===== src/rtl/mem_arbiter.sv =====
// Two-port arbiter sharing one single-port synchronous RAM: port 0 has fixed
// priority, port 1 is protected by a starvation counter that forces a grant.
module mem_arbiter #(
    parameter int ADDR_W   = 16,
    parameter int DATA_W   = 32,
    parameter int MAX_WAIT = 4
) (
    input  logic              clk,
    input  logic              rst,
    input  logic              m0_req,
    input  logic              m0_we,
    input  logic [ADDR_W-1:0] m0_addr,
    input  logic [DATA_W-1:0] m0_wdata,
    output logic              m0_gnt,
    output logic              m0_rvalid,
    output logic [DATA_W-1:0] m0_rdata,
    input  logic              m1_req,
    input  logic              m1_we,
    input  logic [ADDR_W-1:0] m1_addr,
    input  logic [DATA_W-1:0] m1_wdata,
    output logic              m1_gnt,
    output logic              m1_rvalid,
    output logic [DATA_W-1:0] m1_rdata,
    output logic              mem_en,
    output logic              mem_we,
    output logic [ADDR_W-1:0] mem_addr,
    output logic [DATA_W-1:0] mem_wdata,
    input  logic [DATA_W-1:0] mem_rdata
);

    localparam logic [3:0] MAX_CNT = 4'(MAX_WAIT);

    logic [3:0]        wait_cnt_reg, wait_cnt_next;
    logic              resp_pend_reg;
    logic              resp_owner_reg;
    logic [ADDR_W-1:0] addr_hold_reg;
    logic [DATA_W-1:0] wdata_hold_reg;

    logic              force1;
    logic              gnt0, gnt1, any_gnt;
    logic              sel_we;
    logic [ADDR_W-1:0] sel_addr;
    logic [DATA_W-1:0] sel_wdata;

    // Reset overrides every request in the same cycle, so grants are gated by rst.
    always_comb begin
        force1    = (wait_cnt_reg == MAX_CNT);
        gnt0      = 1'b0;
        gnt1      = 1'b0;
        if (!rst) begin
            if (m1_req && force1) begin
                gnt1 = 1'b1;
            end else if (m0_req) begin
                gnt0 = 1'b1;
            end else if (m1_req) begin
                gnt1 = 1'b1;
            end
        end
        any_gnt   = gnt0 | gnt1;
        sel_we    = gnt1 ? m1_we    : m0_we;
        sel_addr  = gnt1 ? m1_addr  : m0_addr;
        sel_wdata = gnt1 ? m1_wdata : m0_wdata;
    end

    always_comb begin
        wait_cnt_next = 4'd0;
        if (m1_req && !gnt1) begin
            wait_cnt_next = force1 ? wait_cnt_reg : wait_cnt_reg + 4'd1;
        end
    end

    always_ff @(posedge clk) begin
        if (rst) begin
            wait_cnt_reg   <= 4'd0;
            resp_pend_reg  <= 1'b0;
            resp_owner_reg <= 1'b0;
            addr_hold_reg  <= '0;
            wdata_hold_reg <= '0;
        end else begin
            wait_cnt_reg  <= wait_cnt_next;
            resp_pend_reg <= any_gnt && !sel_we;
            if (any_gnt) begin
                resp_owner_reg <= gnt1;
                addr_hold_reg  <= sel_addr;
                wdata_hold_reg <= sel_wdata;
            end
        end
    end

    assign m0_gnt    = gnt0;
    assign m1_gnt    = gnt1;
    assign mem_en    = any_gnt;
    assign mem_we    = any_gnt && sel_we;
    assign mem_addr  = rst ? '0 : (any_gnt ? sel_addr  : addr_hold_reg);
    assign mem_wdata = rst ? '0 : (any_gnt ? sel_wdata : wdata_hold_reg);

    logic              port_valid [2];
    logic [DATA_W-1:0] port_rdata [2];

    // Each port owns its own read-data holding register; only the owner of
    // the pending response updates it.
    generate
        for (genvar gi = 0; gi < 2; gi++) begin : g_resp
            logic [DATA_W-1:0] rdata_hold_reg;

            assign port_valid[gi] = !rst && resp_pend_reg && (resp_owner_reg == 1'(gi));
            assign port_rdata[gi] = rst ? '0 : (port_valid[gi] ? mem_rdata : rdata_hold_reg);

            always_ff @(posedge clk) begin
                if (rst) begin
                    rdata_hold_reg <= '0;
                end else if (port_valid[gi]) begin
                    rdata_hold_reg <= mem_rdata;
                end
            end
        end
    endgenerate

    assign m0_rvalid = port_valid[0];
    assign m1_rvalid = port_valid[1];
    assign m0_rdata  = port_rdata[0];
    assign m1_rdata  = port_rdata[1];

endmodule

===== config.mk =====
export PLATFORM = sky130hd
export DESIGN_NAME = mem_arbiter
export DESIGN_NICKNAME = d
export VERILOG_FILES = /design/src/rtl/mem_arbiter.sv
export SDC_FILE = /design/constraint.sdc
export NUM_CORES = 1
export LEC_CHECK = 0
export ABC_AREA = 1
export CAP_MARGIN = 20
export CORE_ASPECT_RATIO = 1.4
export CORE_UTILIZATION = 44
export DETAILED_ROUTE_END_ITERATION = 8
export PLACE_DENSITY = 0.95
export SETUP_SLACK_MARGIN = 0.3
export SLEW_MARGIN = 0
export SYNTH_ARGS = -nofsm -noshare
export SYNTH_HDL_FRONTEND = slang
export SYNTH_SLANG_ARGS = --single-unit

===== constraint.sdc =====
create_clock -name clk -period 3.5 [get_ports clk]
set_clock_uncertainty 0.1 [all_clocks]
set_input_delay 0.525 -clock clk [delete_from_list [all_inputs] [get_ports clk]]
set_output_delay 0.525 -clock clk [all_outputs]
set_load 0.005 [all_outputs]

[Word level (Yosys, flattened, before mapping)]
Index checks and enable logic that the tools add are counted.
Word-level totals
  flip-flop bits (word level): 118
  input port bits: 134
  logic and storage cells: 41
Operators by class
  add/subtract/negate cells: 1
  equal/unequal tests: 1
  multiplexer cells: 18
  bitwise logic cells: 3
  reductions and logical operators: 11
Operators by type and width (number)
  $mux W32: 7
  $mux W16: 3
  $mux W1: 8
  $logic_and A1 B1 Y1: 7
  $add A4 B1 Y4 const B: 1
  $eq A4 B3 Y1 const B: 1
  $logic_not A1 Y1: 3
  $not A1 Y1: 2
  $reduce_or A2 Y1: 1
  $or A1 B1 Y1: 1

[Longest topological paths before layout]
  depth in word-level cells: 8
  gate-level depth with buffers: 10

[Worst setup path after synthesis]
OpenSTA, ideal clock, no wires.
  kind: flip-flop to output port
  start point: register wait_cnt_reg[0]
  end point: output port mem_addr[0]
  data arrival time: 1312 ps
  data required time: 2875 ps
  setup slack: 1563 ps
  cell stages (with the launch flop): 11
  path buffers: 2
  cells stage by stage: dfxtp_1 -> inv_1 -> ha_1 -> nand3_2 -> nand2_2 -> buf_4 -> buf_4 -> nand3_1 -> nand3_2 -> nand2_1 -> inv_1
On the way
  longest elaborated chain between the ends: 7
  elaborated cells on any way between the ends: 10
Ends and longest elaborated chain
  start, declared: line 33  | logic [3:0] wait_cnt_reg, wait_cnt_next;
  start signal, assigned: line 80  | wait_cnt_reg <= wait_cnt_next;
  $eq A4 B3 Y1 *: line 47  | force1 = (wait_cnt_reg == MAX_CNT);
  $logic_and A1 B1 Y1 *: line 51  | if (m1_req && force1) begin
  $mux W1: line 51
  $mux W1: line 50  | if (!rst) begin
  $mux W16 or $or A1 B1 Y1 (tied branches): line 61, 59
  $mux W16 * (2 in a row)
  end, declared: line 26  | output logic [ADDR_W-1:0] mem_addr,
Mark *: on every way between the ends. The rest lies on a longest branch, timed or not.

[Worst setup path after layout]
  start point: input port m0_req
  end point: output port mem_wdata[27]
On the way
  longest elaborated chain between the ends: 6
  elaborated cells on any way between the ends: 10
Ends and longest elaborated chain
  start, declared: line 10  | input logic m0_req,
  $mux W1: line 53  | end else if (m0_req) begin
  $mux W1: line 51
  $mux W1: line 50
  $mux W32 or $or A1 B1 Y1 (tied branches): line 62, 59
  $mux W32 *
  $mux W32 *: line 95  | assign mem_wdata = rst ? '0 : (any_gnt ? sel_wdata : wdata_hold_reg);
  end, declared: line 27  | output logic [DATA_W-1:0] mem_wdata,
Marked as above.

==> flow_metrics.tcl <==
set metrics [dict create \
    outcome "complete, no violations" \
    pin_count 252 \
    routed_via_density 4.96 \
    drc_errors 0 \
    grt_usage_pct 24.9 \
    htree_levels 4 \
    peakVddDrop_v 0.000304 \
    synth-edff-count 0 \
    leakage_nw 3.55 \
    critPathMaxFanout 67 \
    gp_congestion 0.774 \
    clk_latency_ns 0.40 \
    drt_iter0_drc 182 \
    fin_crit_sh_pct 88.7 \
    slew_headroom_pct 77.1 \
    finalSetupViolCount 0 \
    synth_xor_area_share_pct 0.339 \
    die-area_mm2 0.0122 \
    cts_tree "yes" \
    rsz0062_at_grt "true" \
    cap_viol_max_count 0 \
    synth_cells 688 \
    grt_overflow 0 \
    cts_root_buffer "clkbuf_16" \
    dr.pass1.iters 4 \
    core_mm2 0.0114 \
    clock-sinks 118 \
    ant_nets 0 \
    yosysMostFrequentCell "nand2_1" \
    synth_cell_type_count 22 \
    synth_top_family_by_area "simple AND/OR/NAND/NOR gates" \
    netlist.top_cell.by_area "dfxtp_1" \
    portBuffers 251 \
    syn_nets 824 \
    critPathRequiredTime_ns 2.87 \
    max_freq_mhz 322 \
    async_flop_share_pct 0 \
    cp-end-kind "output port" \
    period_needed_ns 3.10 \
    clock_path_buffers 2 \
    wl_per_cell_um 14.5 \
    fin_tns_setup_ns 0 \
    syn_area_mm2 0.00516 \
    setup_ws_ns 0.397 \
    startpoint_type "input port" \
    wl_mm 15.6 \
    grt_start_max_net_pins 68 \
    avgSynthCellArea_um2 7.51 \
    hold_viol_final 0 \
    synth_compound_area_share_pct 13.7 \
    synth-seq-cells 118 \
    finalMaxSlewViolations 0 \
    synth-adder-area-share_pct 0.484 \
    start_util_pct 45.3 \
    synth_flop_cell "dfxtp_1" \
    yosys-top-cells-count "nand2_1, dfxtp_1, nand3_1, inv_1, o21ai_0" \
    synth_warnings 0 \
    hold_class "flip-flop to flip-flop" \
    grt_pass1_vias 5137 \
    dp.final_hpwl_mm 10.4 \
    die_h_um 130 \
    seq_area_frac_synth_pct 45.7 \
    powerDensity_mw_per_mm2 440 \
    drive_above_1_share_pct 8.76 \
    synth_top_area_share_pct 45.7 \
    postCtsHoldBufs 0 \
    tightest_slew_ns 0.343 \
    synth-simple-area-share_pct 30.1 \
    grt_pass1_wl_mm 23.7 \
    synth.area.mux_share_pct 0 \
    path_clk_slew_ns 0.05 \
    fillCellCount 830 \
    place_ws_ns 0.268 \
    rows 46 \
    crit_arrival_ns 2.48 \
    total_power_w 0.00372 \
    num_vias 5362 \
    area_growth_pct 63.4 \
    synthTopCellsByArea "dfxtp_1, nand2_1, o21a_1" \
    antenna_found_initial 0 \
    path_class "input port to output port" \
    cts_buffers 17 \
    fin_nets 1059 \
    die_w_um 93.6 \
    diodes 0 \
    largest_register_ffs 64 \
]
layout make-up:
class                      instances  area, um2  share of cell area (%)
tap                              144        180                    2.13
inverter                          57        216                    2.56
sequential                       118       2360                    28.0
timing repair buffer             267       2770                    32.8
clock buffer                      20        447                    5.29
multi-input combinational        462       2340                    27.7
clock inverter                    12        128                    1.51
repair_timing:
action,in CTS,in global routing
buffers inserted,0,2
endpoints found under the setup margin,40,33
gates resized for setup,3,6
pin swaps,0,1
cloned,1,1
through the flow:
step | cells | utilization, % | area, um2 | hold WS (ns)
after floorplan | 688 | - | 5160 | 0.330
after global placement | 1044 | 68.1 | 7760 | 0.346
after detailed placement | 1044 | 68.1 | 7760 | 0.351
after global routing | 1080 | 74.1 | 8440 | 0.398
after CTS | 1077 | 73.5 | 8380 | 0.362
final | 1080 | 74.1 | 8440 | 0.359
final timing paths:
| check | end | startpoint | cells after the start | slack (ns) |
|---|---|---|---|---|
| max | mem_wdata[27] | m0_req | 8 | 0.40 |
| min | wait_cnt_reg[0] | wait_cnt_reg[0] | 1 | 0.36 |
| max reg2reg | addr_hold_reg[13] | wait_cnt_reg[0] | 10 | 1.81 |
| min reg2reg | wait_cnt_reg[0] | wait_cnt_reg[0] | 1 | 0.36 |
per-layer routing:
layer	GRT usage, %	wire [um]
met1	25.4	6030
met2	45.1	7900
met3	8.92	1230
met4	11.7	446
met5	0	0
cells by family (layout without fill, tap and decap cells):
kind of cell               count (synthesis)  after routing
AOI/OAI and AO/OA                        117            117
xor gates and xnor gates                   2              2
adders and majority gates                  2              2
buffers and inverters                    108            356
DFF                                      118            118
and+or+nand+nor                          341            341
cell usage in the layout (no fill, tap or decap), types with 2 or more instances in the layout:
cell type,count
a21oi_1,3
buf_12,5
buf_4,6
bufinv_16,2
clkbuf_1,2
clkbuf_16,18
clkdlybuf4s50_1,248
clkinv_2,6
clkinvlp_4,4
dfxtp_1,118
dlymetal6s2s_1,2
ha_1,2
inv_1,55
inv_6,2
nand2_1,232
nand3_1,71
nand3_2,28
nor2_1,5
nor2_4,2
o21a_1,48
o21ai_0,55
o21ai_1,10
power breakdown:
part	switching [W]	leakage, nW	internal [W]
clock network	0.000624	0.273	0.00106
logic	0.000249	2.31	0.000347
registers	0.0000185	0.966	0.00141
total	0.000891	3.55	0.00282
critical path, stage by stage:
cell	delay (ns)
clkdlybuf4s50_1	0.49
o21ai_2	0.28
clkinv_2	0.14
buf_12	0.21
o21a_1	0.22
nand2_1	0.07
inv_1	0.05
clkdlybuf4s50_1	0.45
No activity file was read; power rests on OpenSTA's default activity.
